<file path="config.mk">
export PLATFORM = sky130hd
export DESIGN_NAME = spi_2_master
export DESIGN_NICKNAME = d
export VERILOG_FILES = /design/src/rtl/spi_2_master.sv
export SDC_FILE = /design/constraint.sdc
export NUM_CORES = 1
export LEC_CHECK = 0
export ABC_AREA = 1
export BUFFER_PORTS_ARGS = -buffer_cell sky130_fd_sc_hd__buf_2
export CAP_MARGIN = 10
export CORE_ASPECT_RATIO = 0.8
export CORE_UTILIZATION = 60
export DETAILED_ROUTE_END_ITERATION = 8
export HOLD_SLACK_MARGIN = 0.12
export PLACE_DENSITY = 0.85
export SYNTH_ARGS = -nofsm -noshare
export SYNTH_HDL_FRONTEND = slang
export SYNTH_SLANG_ARGS = --single-unit
</file>
<file path="constraint.sdc">
create_clock -name clk -period 5 [get_ports clk]
set_input_delay 0.5 -clock clk [delete_from_list [all_inputs] [get_ports clk]]
set_output_delay 0.5 -clock clk [all_outputs]
set_load 0.005 [all_outputs]
</file>
<file path="src/rtl/spi_2_master.sv">
// SPI master that frames a control word {write, size, addr} followed by 8/16/32
// data bits, with programmable sck half-period and per-transfer {cpol,cpha}.
module spi_2_master #(
  parameter int AWIDTH  = 8,
  parameter int DWIDTH  = 32,
  parameter int CLK_DIV = 2
) (
  input  logic              clk,
  input  logic              rst_n,
  input  logic              start,
  input  logic              write,
  input  logic [1:0]        size,
  input  logic [AWIDTH-1:0] addr,
  input  logic [DWIDTH-1:0] wdata,
  input  logic [1:0]        mode,
  output logic              busy,
  output logic              done,
  output logic              err,
  output logic [DWIDTH-1:0] rdata,
  output logic              sck,
  output logic              ss_n,
  output logic              mosi,
  input  logic              miso,
  output logic [2:0]        dbg_state_o
);

  localparam logic [2:0] S_IDLE  = 3'd0;
  localparam logic [2:0] S_SETUP = 3'd1;
  localparam logic [2:0] S_CTRL  = 3'd2;
  localparam logic [2:0] S_DATA  = 3'd3;
  localparam logic [2:0] S_HOLD  = 3'd4;

  localparam int FW  = AWIDTH + 3 + DWIDTH;
  localparam int BCW = ($clog2(AWIDTH + 3) > 6) ? $clog2(AWIDTH + 3) : 6;
  localparam int DVW = (CLK_DIV > 1) ? $clog2(CLK_DIV) : 1;
  localparam logic [DVW-1:0] DIV_LAST = DVW'(CLK_DIV - 1);

  logic [2:0]        state_q, state_d;
  logic [DVW-1:0]    div_q, div_d;
  logic              phase_q, phase_d;
  logic [BCW-1:0]    bit_cnt_q, bit_cnt_d;
  logic [BCW-1:0]    nbits_q, nbits_d;
  logic              cpol_q, cpol_d;
  logic              cpha_q, cpha_d;
  logic              write_q, write_d;
  logic [FW-1:0]     frame_q, frame_d;
  logic [DWIDTH-1:0] rx_q, rx_d;
  logic [DWIDTH-1:0] rdata_q, rdata_d;
  logic              sck_q, sck_d;
  logic              ss_n_q, ss_n_d;
  logic              mosi_q, mosi_d;
  logic              done_q, done_d;
  logic              err_q, err_d;

  logic              tick, do_pop, do_smp, last_bit;
  logic [DWIDTH-1:0] wdata_al;
  logic [BCW-1:0]    nbits_sel;

  // Write data is left-aligned so that the first data bit follows addr[0] in one shift register.
  always_comb begin
    wdata_al  = '0;
    nbits_sel = BCW'(8);
    case (size)
      2'b00: begin wdata_al = wdata << (DWIDTH - 8);  nbits_sel = BCW'(8);  end
      2'b01: begin wdata_al = wdata << (DWIDTH - 16); nbits_sel = BCW'(16); end
      2'b10: begin wdata_al = wdata << (DWIDTH - 32); nbits_sel = BCW'(32); end
      default: begin wdata_al = '0; nbits_sel = BCW'(8); end
    endcase
    if (!write) wdata_al = '0;
  end

  assign tick     = (div_q == DIV_LAST);
  assign last_bit = (state_q == S_CTRL) ? (bit_cnt_q == BCW'(AWIDTH + 2))
                                        : (bit_cnt_q == nbits_q - BCW'(1));

  // start is a one-cycle request honoured only in IDLE; done pulses once per accepted
  // request (err with it for size 11), busy covers every non-IDLE cycle.
  always_comb begin
    state_d   = state_q;
    div_d     = tick ? '0 : div_q + DVW'(1);
    phase_d   = phase_q;
    bit_cnt_d = bit_cnt_q;
    nbits_d   = nbits_q;
    cpol_d    = cpol_q;
    cpha_d    = cpha_q;
    write_d   = write_q;
    frame_d   = frame_q;
    rx_d      = rx_q;
    rdata_d   = rdata_q;
    sck_d     = sck_q;
    ss_n_d    = ss_n_q;
    mosi_d    = mosi_q;
    done_d    = 1'b0;
    err_d     = 1'b0;
    do_pop    = 1'b0;
    do_smp    = 1'b0;

    case (state_q)
      S_IDLE: begin
        div_d = '0;
        if (start) begin
          if (size == 2'b11) begin
            done_d = 1'b1;
            err_d  = 1'b1;
          end else begin
            state_d   = S_SETUP;
            ss_n_d    = 1'b0;
            cpol_d    = mode[1];
            cpha_d    = mode[0];
            sck_d     = mode[1];
            write_d   = write;
            nbits_d   = nbits_sel;
            frame_d   = {write, size, addr, wdata_al};
            rx_d      = '0;
            mosi_d    = 1'b0;
            phase_d   = 1'b0;
            bit_cnt_d = '0;
          end
        end
      end
      S_SETUP: begin
        if (tick) begin
          state_d   = S_CTRL;
          phase_d   = 1'b0;
          bit_cnt_d = '0;
          do_pop    = !cpha_q;
        end
      end
      S_CTRL, S_DATA: begin
        if (tick) begin
          if (!phase_q) begin
            sck_d   = ~cpol_q;
            phase_d = 1'b1;
            do_pop  = cpha_q;
            do_smp  = !cpha_q && (state_q == S_DATA) && !write_q;
          end else begin
            sck_d   = cpol_q;
            phase_d = 1'b0;
            do_smp  = cpha_q && (state_q == S_DATA) && !write_q;
            if (last_bit) begin
              bit_cnt_d = '0;
              if (state_q == S_CTRL) begin
                state_d = S_DATA;
                do_pop  = !cpha_q;
              end else begin
                state_d = S_HOLD;
                if (!cpha_q) mosi_d = 1'b0;
              end
            end else begin
              bit_cnt_d = bit_cnt_q + BCW'(1);
              do_pop    = !cpha_q;
            end
          end
        end
      end
      S_HOLD: begin
        if (tick) begin
          state_d = S_IDLE;
          ss_n_d  = 1'b1;
          done_d  = 1'b1;
          mosi_d  = 1'b0;
          if (!write_q) rdata_d = rx_q;
        end
      end
      default: state_d = S_IDLE;
    endcase

    if (do_pop) begin
      mosi_d  = frame_q[FW-1];
      frame_d = {frame_q[FW-2:0], 1'b0};
    end
    if (do_smp) rx_d = {rx_q[DWIDTH-2:0], miso};
  end

  always_ff @(posedge clk or negedge rst_n) begin
    if (!rst_n) begin
      state_q   <= S_IDLE;
      div_q     <= '0;
      phase_q   <= 1'b0;
      bit_cnt_q <= '0;
      nbits_q   <= BCW'(8);
      cpol_q    <= 1'b0;
      cpha_q    <= 1'b0;
      write_q   <= 1'b0;
      frame_q   <= '0;
      rx_q      <= '0;
      rdata_q   <= '0;
      sck_q     <= 1'b0;
      ss_n_q    <= 1'b1;
      mosi_q    <= 1'b0;
      done_q    <= 1'b0;
      err_q     <= 1'b0;
    end else begin
      state_q   <= state_d;
      div_q     <= div_d;
      phase_q   <= phase_d;
      bit_cnt_q <= bit_cnt_d;
      nbits_q   <= nbits_d;
      cpol_q    <= cpol_d;
      cpha_q    <= cpha_d;
      write_q   <= write_d;
      frame_q   <= frame_d;
      rx_q      <= rx_d;
      rdata_q   <= rdata_d;
      sck_q     <= sck_d;
      ss_n_q    <= ss_n_d;
      mosi_q    <= mosi_d;
      done_q    <= done_d;
      err_q     <= err_d;
    end
  end

  assign busy        = (state_q != S_IDLE);
  assign done        = done_q;
  assign err         = err_q;
  assign rdata       = rdata_q;
  assign sck         = sck_q;
  assign ss_n        = ss_n_q;
  assign mosi        = mosi_q;
  assign dbg_state_o = state_q;

endmodule

</file>
; After elaboration in Yosys (flattened, before gate mapping)
; Index checks and enable logic that the tools add are counted.
[classes]
add_sub_neg = 3
n_eq_ne = 26
mux = 64
bitwise = 3
n_reduce_logical = 28
[op_table]
columns = op, count
row1 = 43-bit two-way mux, 4
row2 = 32-bit two-way mux, 5
row3 = 32-bit one-hot mux with 3 select lines, 1
row4 = 6-bit two-way mux, 6
row5 = 1-bit two-way mux, 31
row6 = 3-bit two-way mux, 8
row7 = 3-bit != test (second input constant), 8
row8 = 2-bit != test (second input constant), 9
row9 = 6-bit one-hot mux with 3 select lines, 1
row10 = 3-bit one-hot mux with 4 select lines, 1
row11 = 6-bit one-hot mux with 2 select lines, 1
row12 = 3-bit AND reduction, 4
row13 = 2-bit nonzero test, 6
row14 = 9-bit AND reduction, 1
row15 = 1-bit one-hot mux with 2 select lines, 4
row16 = 4-bit AND reduction, 2
row17 = 7-bit AND reduction, 1
row18 = 6-bit by 1-bit adder with 6-bit output (second input constant), 1
row19 = 3-bit by 2-bit == test with 1-bit output (second input constant), 2
row20 = 6-bit by 4-bit == test with 1-bit output (second input constant), 1
row21 = 6-bit == test, 1
row22 = 1-bit one-hot mux with 3 select lines, 2
row23 = 6-bit AND reduction, 1
row24 = 3-bit nonzero test, 2
row25 = 14 further kinds, 21
[word_totals]
ff_bits = 132
in_bits = 49
output_inout_bits = 41
word_cells = 140

; Longest topological paths before layout
[logic_depth]
depth_word = 9
mapped_depth = 15
depth_no_buf = 15

; Worst setup path before layout
; OpenSTA, ideal clock, no wires.
[synth_path]
path_type = reg2reg
from = register nbits_q[3]
to = register frame_q[42]
setup_time_ps = 124
t_arrival_ps = 1694
required_ps = 4876
slack_ps = 3181
stages_incl_launch_ff = 14
path_cell_list = dfstp_2 > inv_1 > ha_1 > nor2_1 > nor2_1 > a21oi_1 > nor2_1 > nand3_1 > nand3_2 > nand2_2 > inv_4 > buf_6 > nand2_1 > nand3_1
[synth_between]
elab_chain_len = 9
word_cells_on_any_way = 12
cone_classes = 1 x add/sub / 2 x eq/ne / 6 x mux / 3 x reduce/logical
[synth_rtl]
columns = element, line_no
row1 = start: declaration, 42  ; logic [BCW-1:0] nbits_q, nbits_d;
row2 = start signal: assignment, 198  ; nbits_q <= nbits_d;
row3 = 6-bit by 1-bit subtractor with 6-bit output (*), 74  ; : (bit_cnt_q == nbits_q - BCW'(1));
row4 = 6-bit == test (*), 74
row5 = 1-bit two-way mux (*), 73  ; assign last_bit = (state_q == S_CTRL) ? (bit_cnt_q == BCW'(AWIDTH + 2))
row6 = 1-bit two-way mux (*), 140  ; if (last_bit) begin
row7 = 1-bit two-way mux (*), 131  ; if (!phase_q) begin
row8 = 1-bit two-way mux (*), 130  ; if (tick) begin
row9 = 1-bit one-hot mux with 2 select lines (*), 98  ; case (state_q)
row10 = 2-bit != test (no source line) or 2-bit nonzero test (tied branches), -
row11 = 3-bit AND reduction (no source line), -
row12 = end signal: assignment, 202  ; frame_q <= frame_d;
row13 = end: declaration, 46  ; logic [FW-1:0] frame_q, frame_d;
; Mark *: on every way between the ends. The rest lies on a longest branch, timed or not.
; A chain may end at the register's enable or synchronous reset.

; Final worst setup path
[layout_path]
from = register state_q[2] (netlist: dbg_state_o[2])
to = register rx_q[24]
[layout_between]
elab_chain_len = 8
word_cells_on_any_way = 16
cone_classes = 3 x eq/ne / 4 x mux / 9 x reduce/logical
[layout_rtl]
columns = element, line_no
row1 = start: declaration, 38  ; logic [2:0] state_q, state_d;
row2 = start signal: assignment, 194  ; state_q <= state_d;
row3 = 3-bit by 2-bit == test with 1-bit output, "98, 135, 139"
row4 = 1-bit logical AND (on tied branches) (2 in series), "135, 139"
row5 = 1-bit two-way mux, 131
row6 = 1-bit two-way mux, 130
row7 = 1-bit two-way mux, 98
row8 = 2-bit != test (no source line) or 2-bit nonzero test (tied branches), -
row9 = 3-bit AND reduction (no source line), -
row10 = end signal: assignment, 203  ; rx_q <= rx_d;
row11 = end: declaration, 47  ; logic [DWIDTH-1:0] rx_q, rx_d;
; Several ways; a longest one is shown, not always the timed one.

==> flow_metrics.env <==
export IMPL_synth_top_cell_by_area="dfrtp_1"
export IMPL_io_pins=90
export IMPL_netlist_area_um2=5760
export IMPL_grt_start_max_net_pins=84
export IMPL_nets=808
export IMPL_yosys_warnings=0
export IMPL_drt_iter0_drc=395
export IMPL_globalplace_congestion=0.874
export IMPL_skew_ns=0.00817
export IMPL_die_area_um2=10000
export IMPL_timing_setup_critical_path_class="flop to flop"
export IMPL_ys_seq_area_frac=0.561
export IMPL_required_ns=5.30
export IMPL_core_um2=9190
export IMPL_finalSetupViolCount=0
export IMPL_drive_gt1_frac=0.196
export IMPL_power_frac_comb=0.338
export IMPL_end_kind="flop"
export IMPL_total_power_uw=4240
export IMPL_antenna_left=0
export IMPL_synth_top_cell_area_share=0.551
export IMPL_die_h_um=89.7
export IMPL_hold_class="input pin to async pin"
export IMPL_synth_fp_nets=726
export IMPL_pwr_share_clk=0.267
export IMPL_wl_per_cell_um=14.5
export IMPL_switchingPower_uw=1640
export IMPL_violations="design-rule violations"
export IMPL_fill_cells=642
export IMPL_fin_util=0.734
export IMPL_critPathLaunchType="flop"
export IMPL_cts_hold_buffers=0
export IMPL_syn_avg_cell_area_um2=8.61
export IMPL_clock_sinks=129
export IMPL_netlist_instances=669
export IMPL_gr_total_overflow=0
export IMPL_viasPerCell=5.50
export IMPL_p_int_uw=2600
export IMPL_grt_pass1_vias=4499
export IMPL_layout_min_cycle_time_ns=2.55
export IMPL_p_leak_uw=0.00353
export IMPL_ir_worst_vdd_uv=397
export IMPL_numPortBuffers=89
export IMPL_ctsResizeCount=0
export IMPL_path_clk_slew_ns=0.06
export IMPL_status="complete, but fails checks"
export IMPL_cts_setup_buffers=0
export IMPL_cts_made_buffers=17
export IMPL_worstMarginPinSlew_ns=1.06
export IMPL_slew_violations=0
export IMPL_cp_slowest_cell="nand2_1"
export IMPL_grt_usage=0.272
export IMPL_antenna_found_initial=0
export IMPL_fin_crit_sh=0.510
export IMPL_power_density_nw_per_um2=628
export IMPL_crit_buf_inv=3
export IMPL_areaGrowthSynthToFinish_pct=17.2
export IMPL_power_frac_seq=0.396
export IMPL_hpwl_mm=8.44
export IMPL_synth_distinct_cells=33
export IMPL_wl_mm=12.8
export IMPL_htreeDepth=4
export IMPL_cts_buffer_depth=2
export IMPL_maxCapViolCount=0
export IMPL_rsz0062_at_grt="false"
export IMPL_die_w_um=112
export IMPL_num_vias=4836
export IMPL_cts_tree="yes"
export IMPL_ys_top_cells_by_area="dfrtp_1, nand2_1, nand3_1"
export IMPL_setup_tns_final_ns=0
export IMPL_start_util=0.627
export IMPL_rows=31
export IMPL_timing_final_hold_violations=0
export IMPL_critPathMaxStageDelay_ns=0.69
export IMPL_cts_root_buf="clkbuf_16"
export IMPL_fmax_ghz=0.392
export IMPL_ys_ff_latch=129
export IMPL_grt_pass1_wl_mm=20.9
export IMPL_relSlewSlack=0.290
export IMPL_path_max_fanout=33
export IMPL_drcViolationCount=6
export IMPL_swShare=0.387
export IMPL_dr_pass1_iters=7
export IMPL_arrival_ns=2.85
export IMPL_critical_path_top_delay_family="simple AND/OR/NAND/NOR gates"
export IMPL_clock_latency_ns=0.42
export IMPL_path_cells="inv_2, nand2_2, inv_1, nand4_1, buf_4, nand2_1, o22ai_1"
export IMPL_antennaDiodeCount=0
cell type report:
| cell class | instances | area, um2 | share of cell area |
|---|---|---|---|
| clock buffer | 21 | 470 | 0.0697 |
| clock inverter | 11 | 78.8 | 0.0117 |
| inverter | 67 | 263 | 0.0389 |
| multi-input combinational | 444 | 2090 | 0.310 |
| sequential | 129 | 3230 | 0.479 |
| tap | 115 | 144 | 0.0213 |
| timing repair buffer | 92 | 470 | 0.0697 |
cell usage in the layout, fill, tap and decap left out, types with 3 or more instances in the layout:
cell | Yosys | final
clkinv_2 | 1 | 5
inv_2 | 7 | 7
nor3_1 | 7 | 7
nand2_1 | 237 | 237
o22ai_1 | 32 | 32
dfrtp_1 | 127 | 127
buf_4 | 4 | 4
a21oi_1 | 10 | 10
clkbuf_8 | 0 | 3
ha_1 | 8 | 8
buf_2 | 5 | 88
o21ai_0 | 40 | 40
nor2_2 | 3 | 3
a22o_1 | 8 | 8
nand2_2 | 4 | 4
inv_6 | 1 | 4
inv_1 | 56 | 56
nor2_1 | 24 | 24
clkbuf_16 | 0 | 17
nand3_1 | 58 | 58
cell usage after synthesis, drive strengths merged:
master  number
o22ai       32
dfrtp      127
clkbuf      13
o21ai       41
clkinv       1
a21oi       10
nand4        2
o211ai       1
nand3       59
xnor2        1
o31ai        1
ha           8
a22o         8
nand2      243
dfstp        2
nor2        28
nor3         9
inv         66
buf         16
nand3b       1
state kept, by name (all words and copies together), names as in the netlist, 3 cells and up:
signal	flops
frame_q	43
rdata	32
rx_q	32
bit_cnt_q	6
dbg_state_o	3
nbits_q	3
stage by stage:
step	std cells	worst slack [ns]	hold WS [ns]	cell area, um2
global route	879	2.14	0.305	6750
global placement	847	2.62	0.459	6200
floorplan	669	3.18	0.204	5760
CTS	879	2.53	0.282	6750
detailed placement	847	2.53	0.460	6200
finish	879	2.45	0.246	6750
power groups by stage:
stage | clock, uW | combinational, uW | sequential (uW)
2_1_floorplan | 0 | 1120 | 1640
3_3_place_gp | 0 | 1350 | 1670
3_5_place_dp | 0 | 1410 | 1680
4_1_cts | 1140 | 1430 | 1670
5_1_grt | 1190 | 1620 | 1720
6_report | 1130 | 1430 | 1680
metal layers:
| layer | track usage | wire (um) |
|---|---|---|
| met2 | 0.448 | 6060 |
| met1 | 0.356 | 5680 |
| met3 | 0.0597 | 746 |
| met4 | 0.122 | 285 |
| met5 | 0 | 0 |
worst paths after layout:
kind | from | end | slack (ns) | cells after the start
max in group asynchronous | rst_n | frame_q[18] | 3.60 | 2
setup / recovery | dbg_state_o[2] | rx_q[24] | 2.45 | 7
setup reg to reg | dbg_state_o[2] | rx_q[24] | 2.45 | 7
hold / removal | rst_n | rdata[4] | 0.25 | 1
min in group clk | addr[6] | frame_q[38] | 0.30 | 3
hold reg to reg | frame_q[0] | frame_q[0] | 0.47 | 2
worst reg2reg max path: stages (launching register included):
cell,delay (ns)
dfrtp_1,0.51
inv_2,0.09
nand2_2,0.13
inv_1,0.16
nand4_1,0.14
buf_4,0.33
nand2_1,0.69
o22ai_1,0.39
kinds of logic after synthesis:
logic type,after synthesis,share of synthesized area
simple gates,342,0.251
flops,129,0.561
fa+ha+maj,8,0.0174
xor+xnor,1,0.00152
buf+inv,96,0.0760
compound gates,93,0.0938
Power figures use the tool's default switching activity.
